### config.mk
export PLATFORM = sky130hd
export DESIGN_NAME = ram_word_unloader_flat
export DESIGN_NICKNAME = d
export VERILOG_FILES = /design/src/rtl/ram_word_unloader_if.sv /design/src/rtl/ram_word_unloader.sv /design/src/flat_wrapper.sv
export SDC_FILE = /design/constraint.sdc
export NUM_CORES = 1
export LEC_CHECK = 0
export ABC_AREA = 1
export CAP_MARGIN = 10
export CORE_MARGIN = 3
export CORE_UTILIZATION = 53
export CTS_CLUSTER_SIZE = 24
export DETAILED_ROUTE_END_ITERATION = 10
export PLACE_DENSITY_LB_ADDON = 0.05
export SLEW_MARGIN = 20
export SYNTH_ARGS = -nofsm -noshare
export SYNTH_HDL_FRONTEND = slang
export SYNTH_SLANG_ARGS = --single-unit
### constraint.sdc
create_clock -name clk -period 4.8 [get_ports clk]
set_input_delay 0.96 -clock clk [delete_from_list [all_inputs] [get_ports clk]]
set_output_delay 0.96 -clock clk [all_outputs]
set_load 0.005 [all_outputs]
### src/rtl/ram_word_unloader_if.sv
// Control, basic_ram read port and byte-stream signals of ram_word_unloader.
// master = the unloader; slave = the RAM/sink/controller side.
interface ram_word_unloader_if #(
  parameter int unsigned ADDR_W = 32
);
  logic              start;
  logic [ADDR_W-1:0] base_addr;
  logic [ADDR_W-1:0] word_count;
  logic              busy;
  logic              done;

  logic [ADDR_W-1:0] mem_addr;
  logic              mem_cs;
  logic              mem_we;
  logic              mem_oe;
  logic [31:0]       mem_rdata;
  logic              mem_done;

  logic [7:0]        out_byte;
  logic              out_valid;
  logic              out_ready;
  logic              out_last;

  modport master (
    input  start, base_addr, word_count, mem_rdata, mem_done, out_ready,
    output busy, done, mem_addr, mem_cs, mem_we, mem_oe, out_byte, out_valid, out_last
  );

  modport slave (
    output start, base_addr, word_count, mem_rdata, mem_done, out_ready,
    input  busy, done, mem_addr, mem_cs, mem_we, mem_oe, out_byte, out_valid, out_last
  );
endinterface

### src/rtl/ram_word_unloader.sv
// Reads a block of 32-bit words from basic_ram and streams each as four bytes,
// most significant byte first, on a valid/ready byte interface.
module ram_word_unloader #(
  parameter int unsigned ADDR_W = 32
) (
  input logic               clk,
  input logic               rst,
  ram_word_unloader_if.master bus
);

  typedef enum logic [1:0] {StIdle, StRead, StEmit, StFin} state_e;

  localparam logic [ADDR_W-1:0] One = {{(ADDR_W-1){1'b0}}, 1'b1};

  state_e            state_q;
  logic [ADDR_W-1:0] addr_q;
  logic [ADDR_W-1:0] remaining_q;
  logic [31:0]       word_q;
  logic [1:0]        idx_q;
  logic              busy_q;
  logic              done_q;
  logic              cs_q;
  logic              oe_q;
  logic              valid_q;
  logic              last_q;
  logic [7:0]        byte_q;

  function automatic logic [7:0] byte_sel(input logic [31:0] word, input logic [1:0] idx);
    logic [7:0] b;
    unique case (idx)
      2'd0:    b = word[31:24];
      2'd1:    b = word[23:16];
      2'd2:    b = word[15:8];
      default: b = word[7:0];
    endcase
    return b;
  endfunction

  always_ff @(posedge clk or posedge rst) begin
    if (rst) begin
      state_q     <= StIdle;
      addr_q      <= '0;
      remaining_q <= '0;
      word_q      <= '0;
      idx_q       <= '0;
      busy_q      <= 1'b0;
      done_q      <= 1'b0;
      cs_q        <= 1'b0;
      oe_q        <= 1'b0;
      valid_q     <= 1'b0;
      last_q      <= 1'b0;
      byte_q      <= '0;
    end else begin
      done_q <= 1'b0;
      unique case (state_q)
        StIdle: begin
          if (bus.start) begin
            addr_q      <= bus.base_addr;
            remaining_q <= bus.word_count;
            if (bus.word_count == '0) begin
              state_q <= StFin;
              done_q  <= 1'b1;
            end else begin
              state_q <= StRead;
              busy_q  <= 1'b1;
              cs_q    <= 1'b1;
              oe_q    <= 1'b1;
            end
          end
        end

        StRead: begin
          if (bus.mem_done) begin
            word_q  <= bus.mem_rdata;
            idx_q   <= 2'd0;
            byte_q  <= bus.mem_rdata[31:24];
            valid_q <= 1'b1;
            last_q  <= 1'b0;
            cs_q    <= 1'b0;
            oe_q    <= 1'b0;
            state_q <= StEmit;
          end
        end

        StEmit: begin
          if (valid_q && bus.out_ready) begin
            if (idx_q == 2'd3) begin
              remaining_q <= remaining_q - One;
              valid_q     <= 1'b0;
              last_q      <= 1'b0;
              byte_q      <= '0;
              if (remaining_q == One) begin
                state_q <= StFin;
                done_q  <= 1'b1;
                busy_q  <= 1'b0;
              end else begin
                // Address wraps silently at 2^ADDR_W.
                addr_q  <= addr_q + One;
                cs_q    <= 1'b1;
                oe_q    <= 1'b1;
                state_q <= StRead;
              end
            end else begin
              idx_q  <= idx_q + 2'd1;
              byte_q <= byte_sel(word_q, idx_q + 2'd1);
              last_q <= (idx_q == 2'd2) && (remaining_q == One);
            end
          end
        end

        StFin: begin
          state_q <= StIdle;
        end

        default: begin
          state_q <= StIdle;
        end
      endcase
    end
  end

  assign bus.busy      = busy_q;
  assign bus.done      = done_q;
  assign bus.mem_addr  = addr_q;
  assign bus.mem_cs    = cs_q;
  assign bus.mem_oe    = oe_q;
  assign bus.mem_we    = 1'b0;
  assign bus.out_byte  = byte_q;
  assign bus.out_valid = valid_q;
  assign bus.out_last  = last_q;

endmodule

### src/flat_wrapper.sv
// flat-port wrapper written by rule: the top's interface ports become plain ports
module ram_word_unloader_flat 
#(
  parameter int unsigned ADDR_W = 32
)
  (clk, rst, bus_start, bus_base_addr, bus_word_count, bus_mem_rdata, bus_mem_done, bus_out_ready, bus_busy, bus_done, bus_mem_addr, bus_mem_cs, bus_mem_we, bus_mem_oe, bus_out_byte, bus_out_valid, bus_out_last);
  ram_word_unloader_if #(.ADDR_W(ADDR_W)) bus_i ();
  input logic clk;
  input logic rst;
  input wire logic [$bits(bus_i.start)-1:0] bus_start;
  input wire logic [$bits(bus_i.base_addr)-1:0] bus_base_addr;
  input wire logic [$bits(bus_i.word_count)-1:0] bus_word_count;
  input wire logic [$bits(bus_i.mem_rdata)-1:0] bus_mem_rdata;
  input wire logic [$bits(bus_i.mem_done)-1:0] bus_mem_done;
  input wire logic [$bits(bus_i.out_ready)-1:0] bus_out_ready;
  output wire logic [$bits(bus_i.busy)-1:0] bus_busy;
  output wire logic [$bits(bus_i.done)-1:0] bus_done;
  output wire logic [$bits(bus_i.mem_addr)-1:0] bus_mem_addr;
  output wire logic [$bits(bus_i.mem_cs)-1:0] bus_mem_cs;
  output wire logic [$bits(bus_i.mem_we)-1:0] bus_mem_we;
  output wire logic [$bits(bus_i.mem_oe)-1:0] bus_mem_oe;
  output wire logic [$bits(bus_i.out_byte)-1:0] bus_out_byte;
  output wire logic [$bits(bus_i.out_valid)-1:0] bus_out_valid;
  output wire logic [$bits(bus_i.out_last)-1:0] bus_out_last;
  assign bus_i.start = bus_start;
  assign bus_i.base_addr = bus_base_addr;
  assign bus_i.word_count = bus_word_count;
  assign bus_i.mem_rdata = bus_mem_rdata;
  assign bus_i.mem_done = bus_mem_done;
  assign bus_i.out_ready = bus_out_ready;
  assign bus_busy = bus_i.busy;
  assign bus_done = bus_i.done;
  assign bus_mem_addr = bus_i.mem_addr;
  assign bus_mem_cs = bus_i.mem_cs;
  assign bus_mem_we = bus_i.mem_we;
  assign bus_mem_oe = bus_i.mem_oe;
  assign bus_out_byte = bus_i.out_byte;
  assign bus_out_valid = bus_i.out_valid;
  assign bus_out_last = bus_i.out_last;
  ram_word_unloader #(.ADDR_W(ADDR_W)) u_core (.clk(clk), .rst(rst), .bus(bus_i));
endmodule
======== After elaboration in Yosys (flattened, before gate mapping) ========
Cells that the tools add are included.
word-level totals
  register bits ........................... 113
  latch bits .............................. 0
  bits in writable memories ............... 0
  ROM bits ................................ 0
  input bits .............................. 101
  output and inout port bits .............. 47
  logic and storage cells ................. 96
  memories kept ........................... 0
operators by class
  $add $sub $neg .......................... 3
  multipliers ............................. 0
  divide/modulo/power cells ............... 0
  magnitude comparators ................... 0
  equality and inequality tests ........... 16
  shifts and indexed selects .............. 0
  muxes and demuxes ....................... 49
  bitwise logic cells ..................... 0
  reduce and logical (&&, ||, !) cells .... 17
operators with widths
  kind                                                   count
  2-to-1 mux 32 bit                                      7
  one-hot mux 32 bit (2 select lines)                    2
  adder 32 x 1 -> 32 bit (second input constant)         1
  equality test 32 x 1 -> 1 bit (second input constant)  1
  zero test 32 bit                                       1
  subtractor 32 x 1 -> 32 bit (second input constant)    1
  2-to-1 mux 8 bit                                       3
  one-hot mux 8 bit (3 select lines)                     1
  2-to-1 mux 1 bit                                       19
  2-to-1 mux 2 bit                                       9
  one-hot mux 8 bit (2 select lines)                     1
  AND reduction 4 bit                                    4
  equality test 2 bit (second input constant)            5
  != test 2 bit (second input constant)                  5
  one-hot mux 1 bit (2 select lines)                     4
  one-hot mux 2 bit (4 select lines)                     1
  AND reduction 7 bit                                    1
  != test 2 x 1 -> 1 bit (second input constant)         3
  AND reduction 6 bit                                    1
  AND reduction 5 bit                                    1
  equality test 2 x 1 -> 1 bit (second input constant)   2
  zero test 2 bit                                        2
  one-hot mux 2 bit (2 select lines)                     1
  nonzero test 2 bit                                     2
  6 further kinds                                        7

======== Depth between registers and ports, before layout ========
Gate-level depths: netlist of the first run.
  depth in word-level cells ............... 6
  mapped depth ............................ 11
  depth with buffers taken out ............ 11

======== Worst setup path after synthesis of the first run ========
No wires, ideal clock.
  path kind ............................... input -> register
  from .................................... in bus_out_ready
  to ...................................... reg u_core.addr_q[0], in the netlist u_core.bus.mem_addr[0]
  setup time .............................. 0.121 ns
  arrival ................................. 1.809 ns
  slack ................................... 2.870 ns
  stages .................................. 8
  buffers on the path ..................... 1
  cells stage by stage .................... nand2_1 -> o21ai_2 -> inv_2 -> nor2_4 -> inv_2 -> a21oi_4 -> buf_2 -> o21ai_1
on the way
  word-level cells in the longest chain between the ends .. 3
ends and longest elaborated chain
  item                              line                     text
  start: declaration                flat_wrapper.sv:15       input wire logic [$bits(bus_i.out_ready)-1:0] bus_out_ready;
  logical AND 1 bit                 ram_word_unloader.sv:86  if (valid_q && bus.out_ready) begin
  != test 2 x 1 -> 1 bit (no line)  n/a
  AND reduction 5 bit (no line)     n/a
  end signal: assignment            ram_word_unloader.sv:58  addr_q <= bus.base_addr;
  end signal: assignment            ram_word_unloader.sv:98  addr_q <= addr_q + One;
  end: declaration                  ram_word_unloader.sv:16  logic [ADDR_W-1:0] addr_q;
No other way between the ends.
A chain may end at the register's enable or synchronous reset.

======== Final worst setup path of the first run ========
  from .................................... in bus_mem_done
  to ...................................... reg u_core.byte_q[7], in the netlist u_core.bus.out_byte[7]
on the way
  word-level cells in the longest chain between the ends .. 2
ends and longest elaborated chain
  item                           line                      text
  start: declaration             flat_wrapper.sv:14        input wire logic [$bits(bus_i.mem_done)-1:0] bus_mem_done;
  != test 2 bit (no line)        n/a
  AND reduction 3 bit (no line)  n/a
  end signal: assignment         ram_word_unloader.sv:76   byte_q <= bus.mem_rdata[31:24];
  end signal: assignment         ram_word_unloader.sv:105  byte_q <= byte_sel(word_q, idx_q + 2'd1);
  end: declaration               ram_word_unloader.sv:26   logic [7:0] byte_q;
No other way between the ends.

==> flow_summary.yaml, run 1 <==
run_status:
  outcome: "complete, no violations"
final_layout:
  final_layout_size_suffix_gt1_share_pct: 5.77
  fillers: 1179
  area_delta_synth_final_pct: 28.5
  antennaDiodeCount: 0
  final-seq-area_um2: 2830
  multi_input_area_um2: 3980
  num-nets-final: 1396
clock_network:
  clock_latency_ns: 0.43
  cts_tree: "yes"
  numCtsBuffers: 17
  post_cts_buffers: 0
  cts_resized: 0
  cts.clk_slew.worst_paths_ns: 0.06
  htree_levels: 4
  cts_root_buffer: "clkbuf_16"
  cts.sinks: 113
  hold_buffers: 0
  cts_max_path_buffers: 2
worst_setup_path:
  cpMostUsedCell: "nor2_1"
  crit_type: "in2reg"
  slowest_delay_ns: 0.46
  r2r_slack_ns: 2.14
  cp_num_cells: 8
  reg2regPathDepth: 7
  r2r_start: "u_core.state_q[0]"
  cp.required_ns: 5.11
  timing.rr.end: "u_core.bus.out_byte[2]"
  path_buf_inv: 3
  path_cells: "clkdlybuf4s50_1 > inv_1 > nor2_4 > inv_2 > nand2_1 > o21ai_0 > nor2_1 > nor2_1"
  arrival_ns: 3.13
  cp_max_fo: 42
  critPathCaptureType: "flop"
  crit_family: "simple AND/OR/NAND/NOR gates"
  slowest_stage: "nor2_4"
  cp-start-kind: "primary input"
min_path:
  min_to: "u_core.word_q[0]"
  min_delay_path_depth: 2
  worstHoldPathType: "reg2reg"
  hold_start: "u_core.word_q[0]"
global_route:
  grt_use_total_pct: 27.6
  grt_max_degree: 69
  grt_pass1_wl_um: 35200
  overflow: 0
  grt_pass1_vias: 7238
  antenna_found_initial: 0
floorplan:
  die_h_um: 124
  die_area_um2: 15400
  die-width_um: 124
  num_rows: 42
  initial_core_util_pct: 55.1
  core_um2: 13500
  io_pins: 148
logic_synthesis:
  synth_edf_count: 0
  ys_seq_area_share_pct: 38.2
  ys.flop_type: "dfrtp_1"
  async_flop_share_pct: 100
  syn_nets: 1269
  synth_area_per_cell_um2: 6.39
  synth_top_area_cell: "dfrtp_1"
  yosysTopAreaCellShare_pct: 38.2
  synthTopCellsByCount: "nand2_1 (440), nor2_1 (174), dfrtp_1 (113), inv_1 (97), nand3_1 (87)"
  synth_cell_types: 32
  synthesis.area_um2: 7410
  ys_warn_count: 0
  synth.most_common_cell: "nand2_1"
  synth_seq_cells: 113
  synth_area_leaders: "dfrtp_1 (38%), nand2_1 (22%), nor2_1 (8.8%), nand3_1 (5.9%), o21ai_0 (5.3%)"
  syn_inst: 1159
placement:
  dp_hpwl_um: 15000
  portBuffers: 146
  place_congestion: 0.918
detailed_routing:
  drt-total-wl_um: 21000
  wire_per_inst_um: 14.3
  antenna_left: 0
  drt_iter0_drc: 644
  first_pass_iters: 5
  vias: 7764
  post-route-drc-count: 0
  vias_per_cell: 5.26
sta:
  period_needed_ns: 2.82
  finClkSkew_ns: 0.0150
  rsz0062_at_grt: "no"
  fin_crit_sh_pct: 58.7
  tightest_slew_ns: 0.939
  setup-tns-final_ns: 0
  relSlewSlack_pct: 37.4
  clock.fmax_ghz: 0.355
  hold_viol_final: 0
  maxSlewViolCount: 0
  finalSetupViolations: 0
job:
  drv_cap: 0
power:
  total_power_mw: 5.72
  leakage_nw: 4.42
  max-vdd-ir-drop_uv: 394
  p_per_area_nw_per_um2: 601
-- cell type report --
type                       count  area share (%)
clock buffer                  18            4.61
clock inverter                14            1.37
timing repair buffer         150            16.0
inverter                     105            4.17
tap                          176            2.31
multi-input combinational    899            41.8
sequential                   113            29.7
-- power by group --
part	total [mW]	internal (mW)	switching [mW]
Sequential	1.89	1.40	0.492
Combinational	2.60	1.06	1.54
Clock	1.22	0.730	0.492
Total	5.72	3.20	2.52
-- worst min-delay path, stage by stage (launching register included) --
cell	delay [ns]
dfrtp_1	0.34
nand2_1	0.05
nand2_1	0.04
-- how the worst max path moves through the flow --
stage | startpoint | endpoint | slack (ns)
after floorplan | rst | u_core.bus.busy | 0.85
after CTS | bus_out_ready | u_core.bus.mem_addr[30] | 1.95
after global placement | bus_out_ready | u_core.bus.mem_addr[28] | 1.62
after global routing | bus_mem_done | u_core.bus.out_byte[1] | 1.74
after detailed placement | bus_mem_done | u_core.bus.out_last | 1.51
final | bus_mem_done | u_core.bus.out_byte[7] | 1.98
-- stage by stage --
step / hold WS [ns] / instances / utilization (%) / setup WS [ns] / area (µm²)
floorplan: 0.437 / 1159 / - / 0.853 / 7410
global placement: 0.453 / 1442 / 66.3 / 1.62 / 8920
detailed placement: 0.460 / 1442 / 66.3 / 1.51 / 8920
CTS: 0.475 / 1474 / 70.5 / 1.95 / 9490
global route: 0.489 / 1475 / 70.7 / 1.74 / 9520
finish: 0.474 / 1475 / 70.7 / 1.98 / 9520
-- sequential cells by signal, summed over array words and instances, names as in the netlist --
name / flops
u_core.state_q: 2
u_core.bus.out_last: 1
u_core.bus.mem_oe: 1
u_core.bus.out_valid: 1
u_core.idx_q: 2
u_core.bus.mem_addr: 32
u_core.bus.done: 1
u_core.bus.out_byte: 8
u_core.remaining_q: 32
u_core.word_q: 32
u_core.bus.busy: 1
-- cell families (layout without fill, tap and decap cells) --
logic type	count (synthesis)	after routing	share of synthesized area, %
buffers and inverters	147	287	8.22
AO/OA/AOI/OAI	132	132	9.54
adder cells (fa/ha/maj)	9	9	1.52
flip-flops	113	113	38.2
XOR/XNOR	6	6	0.709
other	1	1	0.0506
AND/OR/NAND/NOR	751	751	41.8
-- cell usage in the layout, fill, tap and decap left out, types with 3 or more instances in the layout --
master | netlist | layout
a21oi_1 | 18 | 18
a22oi_1 | 3 | 3
a31oi_1 | 6 | 6
clkbuf_16 | 0 | 17
clkdlybuf4s50_1 | 0 | 146
clkinv_2 | 0 | 3
clkinv_4 | 0 | 4
dfrtp_1 | 113 | 113
ha_1 | 9 | 9
inv_1 | 97 | 96
inv_2 | 8 | 8
inv_6 | 0 | 4
nand2_1 | 440 | 440
nand2_2 | 5 | 5
nand3_1 | 87 | 87
nand3b_1 | 9 | 9
nand4_1 | 12 | 12
nor2_1 | 174 | 173
nor2_2 | 3 | 3
nor2_4 | 7 | 8
o211ai_1 | 3 | 3
o21ai_0 | 79 | 79
o21ai_1 | 16 | 16
o22ai_1 | 3 | 3
or2_2 | 12 | 12
xor2_1 | 4 | 4
-- routing by layer --
metal,routed length (µm),GRT usage [%],up-vias
met5,0,0,-
met4,300,8.96,0
li1,-,-,3902
met3,1280,4.81,27
met2,9760,43.4,263
met1,9710,39.1,3572
Power figures use the tool's default switching activity.
==> run 2, diff against run 1 <==
Clock period 4.8 ns to 2.7 ns, I/O delays scaled along.
==> run 2 against run 1 <==
  * Critical path depth is the same
  * Sequential power grew 76%
  * Hold slack lost 0.0075 ns
  * Via count grew 0.36%
  * Flip-flop and latch count is the same
  * Final area grew 0.78%
  * Register-to-register slack lost 1.4 ns
  * Combinational power grew 82%
  * Critical path type is now reg2reg
  * Critical endpoint is now u_core.bus.mem_addr[16]
  * Largest power group unchanged
==> flow_summary.yaml, run 2 (synthesis results as in run 1) <==
run_status:
  outcome: "complete, no violations"
worst_setup_path:
  r2r_slack_ns: 0.71
  cp_max_fo: 22
  path_buf_inv: 0
  timing.rr.end: "u_core.bus.mem_addr[16]"
  slowest_stage: "dfrtp_1"
  crit_end: "u_core.bus.mem_addr[16]"
  path_cells: "nor2_1 > nand2_1 > nor2_4 > nand2_2 > nor2_4 > nand2_2 > nand2_2 > o21ai_0"
  startpoint: "u_core.remaining_q[13]"
  critPathCaptureType: "flop"
  cp.required_ns: 2.98
  reg2regPathDepth: 8
  cpMostUsedCell: "nand2_2"
  cp_num_cells: 8
  slowest_delay_ns: 0.43
  crit_family: "simple AND/OR/NAND/NOR gates"
  arrival_ns: 2.27
  r2r_start: "u_core.remaining_q[13]"
  crit_type: "reg2reg"
  cp-start-kind: "flop"
placement:
  place_congestion: 0.940
  dp_hpwl_um: 15300
  post-place-ws_ns: 0.506
  dp_cells: 1450
  portBuffers: 146
floorplan:
  die_h_um: 124
  num_rows: 42
  initial_core_util_pct: 55.1
  io_pins: 148
  die_area_um2: 15400
  die-width_um: 124
  core_um2: 13500
sta:
  rsz0062_at_grt: "no"
  clock.fmax_ghz: 0.502
  timing.final.ws_setup_ns: 0.710
  fin_crit_sh_pct: 73.7
  setup-tns-final_ns: 0
  hold_viol_final: 0
  finClkSkew_ns: 0.00900
  relSlewSlack_pct: 52.0
  tightest_slew_ns: 0.720
  period_needed_ns: 1.99
  maxSlewViolCount: 0
  finalSetupViolations: 0
clock_network:
  cts_max_path_buffers: 2
  numCtsBuffers: 17
  cts.clk_slew.worst_paths_ns: 0.06
  cts_root_buffer: "clkbuf_16"
  htree_levels: 4
  cts_resized: 0
  post_cts_buffers: 0
  cts_tree: "yes"
  cts.sinks: 113
  hold_buffers: 0
  clock_latency_ns: 0.41
detailed_routing:
  post-route-drc-count: 0
  vias: 7792
  first_pass_iters: 5
  antenna_left: 0
  vias_per_cell: 5.26
  wire_per_inst_um: 14.3
  drt-total-wl_um: 21200
  drt_iter0_drc: 715
final_layout:
  final-seq-area_um2: 2830
  fin_util_pct: 71.3
  area_delta_synth_final_pct: 29.4
  layout_common_cells: "nand2_1 (440), nor2_1 (173), clkdlybuf4s50_1 (146)"
  antennaDiodeCount: 0
  multi_input_area_um2: 3980
  final_common_cell: "nand2_1"
  final_layout_size_suffix_gt1_share_pct: 6.28
  fin_cells: 1482
  fillers: 1177
  num-nets-final: 1403
global_route:
  grt_pass1_vias: 7228
  antenna_found_initial: 0
  grt_pass1_wl_um: 35400
  grt.busiest_layer: "met2"
  met1_usage_pct: 38.9
  overflow: 0
  grt_use_total_pct: 27.5
  grtUsageMet3_pct: 5.76
  grt_max_degree: 77
  use_met2_pct: 43.4
power:
  leakage_nw: 4.45
  p_per_area_nw_per_um2: 1070
  total_power_mw: 10.3
  max-vdd-ir-drop_uv: 669
job:
  drv_cap: 0
min_path:
  worstHoldPathType: "reg2reg"
## run 2: how the worst min path moves through the flow
stage	start	end	slack [ns]	cells after the start
4_1_cts	u_core.word_q[1]	u_core.word_q[1]	0.47	2
3_3_place_gp	u_core.word_q[1]	u_core.word_q[1]	0.45	2
2_1_floorplan	u_core.word_q[0]	u_core.word_q[0]	0.44	2
3_5_place_dp	u_core.word_q[1]	u_core.word_q[1]	0.46	2
6_report	u_core.word_q[1]	u_core.word_q[1]	0.47	2
5_1_grt	u_core.word_q[17]	u_core.word_q[17]	0.48	2
## run 2: final cells by class
cell class                 instances  share of cell area (%)
clock inverter                    15                    1.66
clock buffer                      17                    4.44
timing repair buffer             157                    16.5
sequential                       113                    29.5
tap                              176                    2.30
inverter                         105                    4.15
multi-input combinational        899                    41.5
## run 2: layer usage
metal,part of all wire (%),vias to the layer above
met5,0,-
met4,1.6,0
met3,6.4,27
met2,46,287
met1,46,3568
li1,-,3910
## run 2: metrics by stage
stage	hold WS (ns)	instance area, µm²
after floorplan	0.437	7410
after global placement	0.451	9010
after detailed placement	0.457	9010
after CTS	0.472	9590
after global routing	0.483	9590
final	0.466	9590
## run 2: power by group
part | internal [mW] | switching, mW
Sequential | 2.49 | 0.839
Clock | 1.36 | 0.855
Combinational | 1.95 | 2.78
Total | 5.81 | 4.47
## run 2: worst reg2reg max path, stage by stage, from the launching register on
cell	delay [ns]
dfrtp_1	0.43
nor2_1	0.20
nand2_1	0.14
nor2_4	0.12
nand2_2	0.09
nor2_4	0.20
nand2_2	0.11
nand2_2	0.40
o21ai_0	0.17
==> run 3, diff against run 2 <==
Settings changed: CORE_UTILIZATION 53 to 48.
Clock period 2.7 ns to 1.69 ns, I/O delays scaled along.
==> run 3 against run 2 <==
  * The run now ends with negative setup slack left
  * Global-route usage rose by 0.99 points
  * Fmax rose by 15%
  * First-iteration DRC count rose by 5.0%
  * Flip-flop and latch count did not move
  * Wire length rose by 18%
  * Via count rose by 10%
  * Utilization rose by 3.7 points
  * Hold slack got worse by 0.13 ns
  * Clock-buffer cell count did not move
  * Die area rose by 9.9%
  * Critical path type unchanged
==> flow_summary.yaml, run 3 (synthesis results as in run 1) <==
placement:
  place_congestion: 0.918
  dp_hpwl_um: 17100
  portBuffers: 146
  post-place-ws_ns: -0.305
floorplan:
  io_pins: 148
  die_area_um2: 17000
  num_rows: 44
  initial_core_util_pct: 50.0
  die-width_um: 130
  core_um2: 14800
  die_h_um: 130
worst_setup_path:
  startpoint: "u_core.remaining_q[11]"
  slowest_stage: "dfrtp_1"
  critPathCaptureType: "flop"
  r2r_slack_ns: -0.05
  reg2regPathDepth: 10
  slowest_delay_ns: 0.40
  crit_type: "reg2reg"
  arrival_ns: 2.05
  cp_max_fo: 11
  path_cells: "nor2_2 > nand2_4 > nor2_4 > nand2_4 > nor2_4 > a21oi_4 > buf_12 > clkbuf_16 > nand2_1 > nand2_1"
  r2r_start: "u_core.remaining_q[11]"
  cp-start-kind: "flop"
  crit_end: "u_core.bus.mem_addr[22]"
  cp.required_ns: 2.00
  timing.rr.end: "u_core.bus.mem_addr[22]"
detailed_routing:
  post-route-drc-count: 0
  first_pass_iters: 5
  drt-total-wl_um: 25000
  antenna_left: 0
  drt_iter0_drc: 751
  wire_per_inst_um: 15.3
  vias_per_cell: 5.26
  vias: 8604
sta:
  hold_viol_final: 0
  rsz0062_at_grt: "yes"
  maxSlewViolCount: 0
  finalSetupViolations: 21
  period_needed_ns: 1.74
  timing.final.ws_setup_ns: -0.0465
  finClkSkew_ns: 0.00847
  fin_crit_sh_pct: 103
  clock.fmax_ghz: 0.576
clock_network:
  cts_tree: "yes"
  clock_latency_ns: 0.43
  cts.sinks: 113
  cts_max_path_buffers: 2
  cts.clk_slew.worst_paths_ns: 0.06
  hold_buffers: 0
  cts_root_buffer: "clkbuf_16"
  numCtsBuffers: 17
  htree_levels: 4
power:
  power.share.switching_pct: 42.6
  p_int_mw: 11.2
  power_switching_mw: 8.33
  pwr-share-seq_pct: 25.4
  max-vdd-ir-drop_uv: 1290
  combinationalPowerShare_pct: 55.6
  p_clk_share_pct: 19.0
  leakage_nw: 5.41
  total_power_mw: 19.6
  p_per_area_nw_per_um2: 1760
min_path:
  worstHoldPathType: "in2async"
final_layout:
  final_layout_size_suffix_gt1_share_pct: 20.5
  fillers: 1219
  layout_common_cells: "nand2_1 (426), nor2_1 (142), buf_4 (140)"
  area_delta_synth_final_pct: 49.9
  antennaDiodeCount: 0
  num-nets-final: 1548
  final_common_cell: "nand2_1"
run_status:
  outcome: "finished, violations left"
  failed_checks: "negative setup slack"
global_route:
  grt_pass1_vias: 7854
  grt_use_total_pct: 28.5
  overflow: 0
  grt_pass1_wl_um: 38200
  grt_max_degree: 59
  antenna_found_initial: 0
job:
  drv_cap: 0
run 3: final cells by class:
type                            instances  area (µm²)  share of cell area, %
Sequential cell                       113        2840                   25.6
Clock inverter                         15         175                   1.58
Multi-Input combinational cell        899        4200                   37.8
Clock buffer                           17         425                   3.83
Inverter                              105         398                   3.58
Tap cell                              184         230                   2.07
Timing Repair Buffer                  302        2840                   25.5
run 3: what timing repair did:
item,4_1_cts,5_1_grt
cloned,0,5
resized for setup,28,83
buffers inserted,32,6
pin swaps,3,11
endpoints found under the setup margin,49,73
run 3: metrics by stage:
stage                     setup TNS [ns]  instances  utilization, %  hold WS [ns]  cell area (µm²)
after floorplan                    -2.20       1159               -         0.437             7410
after global placement            -12.09       1560            66.6         0.451             9860
after detailed placement          -15.49       1560            66.6         0.456             9860
after CTS                              0       1624            72.4         0.347            10700
after global routing               -3.27       1635            75.0         0.375            11100
final                             -0.455       1635            75.0         0.340            11100
run 3: worst max-delay path: cells and delay by family, from the launching register on:
kind / cells / cell delay (ns)
AND/OR/NAND/NOR: 7 / 0.82
flip-flops: 1 / 0.40
AO/OA/AOI/OAI: 1 / 0.10
buffers and inverters: 2 / 0.30
run 3: worst min-delay path by stage:
stage                   endpoint  slack (ns)  cells after the start
3_3_place_gp    u_core.word_q[4]        0.45                      2
3_5_place_dp    u_core.word_q[4]        0.46                      2
5_1_grt        u_core.bus.mem_oe        0.38                      3
6_report       u_core.bus.mem_oe        0.34                      3
2_1_floorplan   u_core.word_q[0]        0.44                      2
4_1_cts        u_core.bus.mem_oe        0.35                      3
run 3: power by group through the flow:
| stage | clock network [mW] | logic (mW) | registers, mW |
|---|---|---|---|
| after floorplan | 0 | 5.11 | 4.98 |
| final | 3.72 | 10.9 | 4.96 |
| after global routing | 3.87 | 12.0 | 5.09 |
| after detailed placement | 0 | 9.10 | 5.11 |
| after global placement | 0 | 8.87 | 5.09 |
| after CTS | 3.73 | 9.95 | 4.84 |
run 3: per-layer routing:
metal | share of wire [%] | GRT usage (%) | wire length (µm) | up-vias
met1 | 43 | 39.3 | 10800 | 3968
met3 | 7.4 | 5.53 | 1860 | 46
met2 | 47 | 45.2 | 11700 | 375
met4 | 2.3 | 9.72 | 584 | 0
li1 | - | - | - | 4215
met5 | 0 | 0 | 0 | -
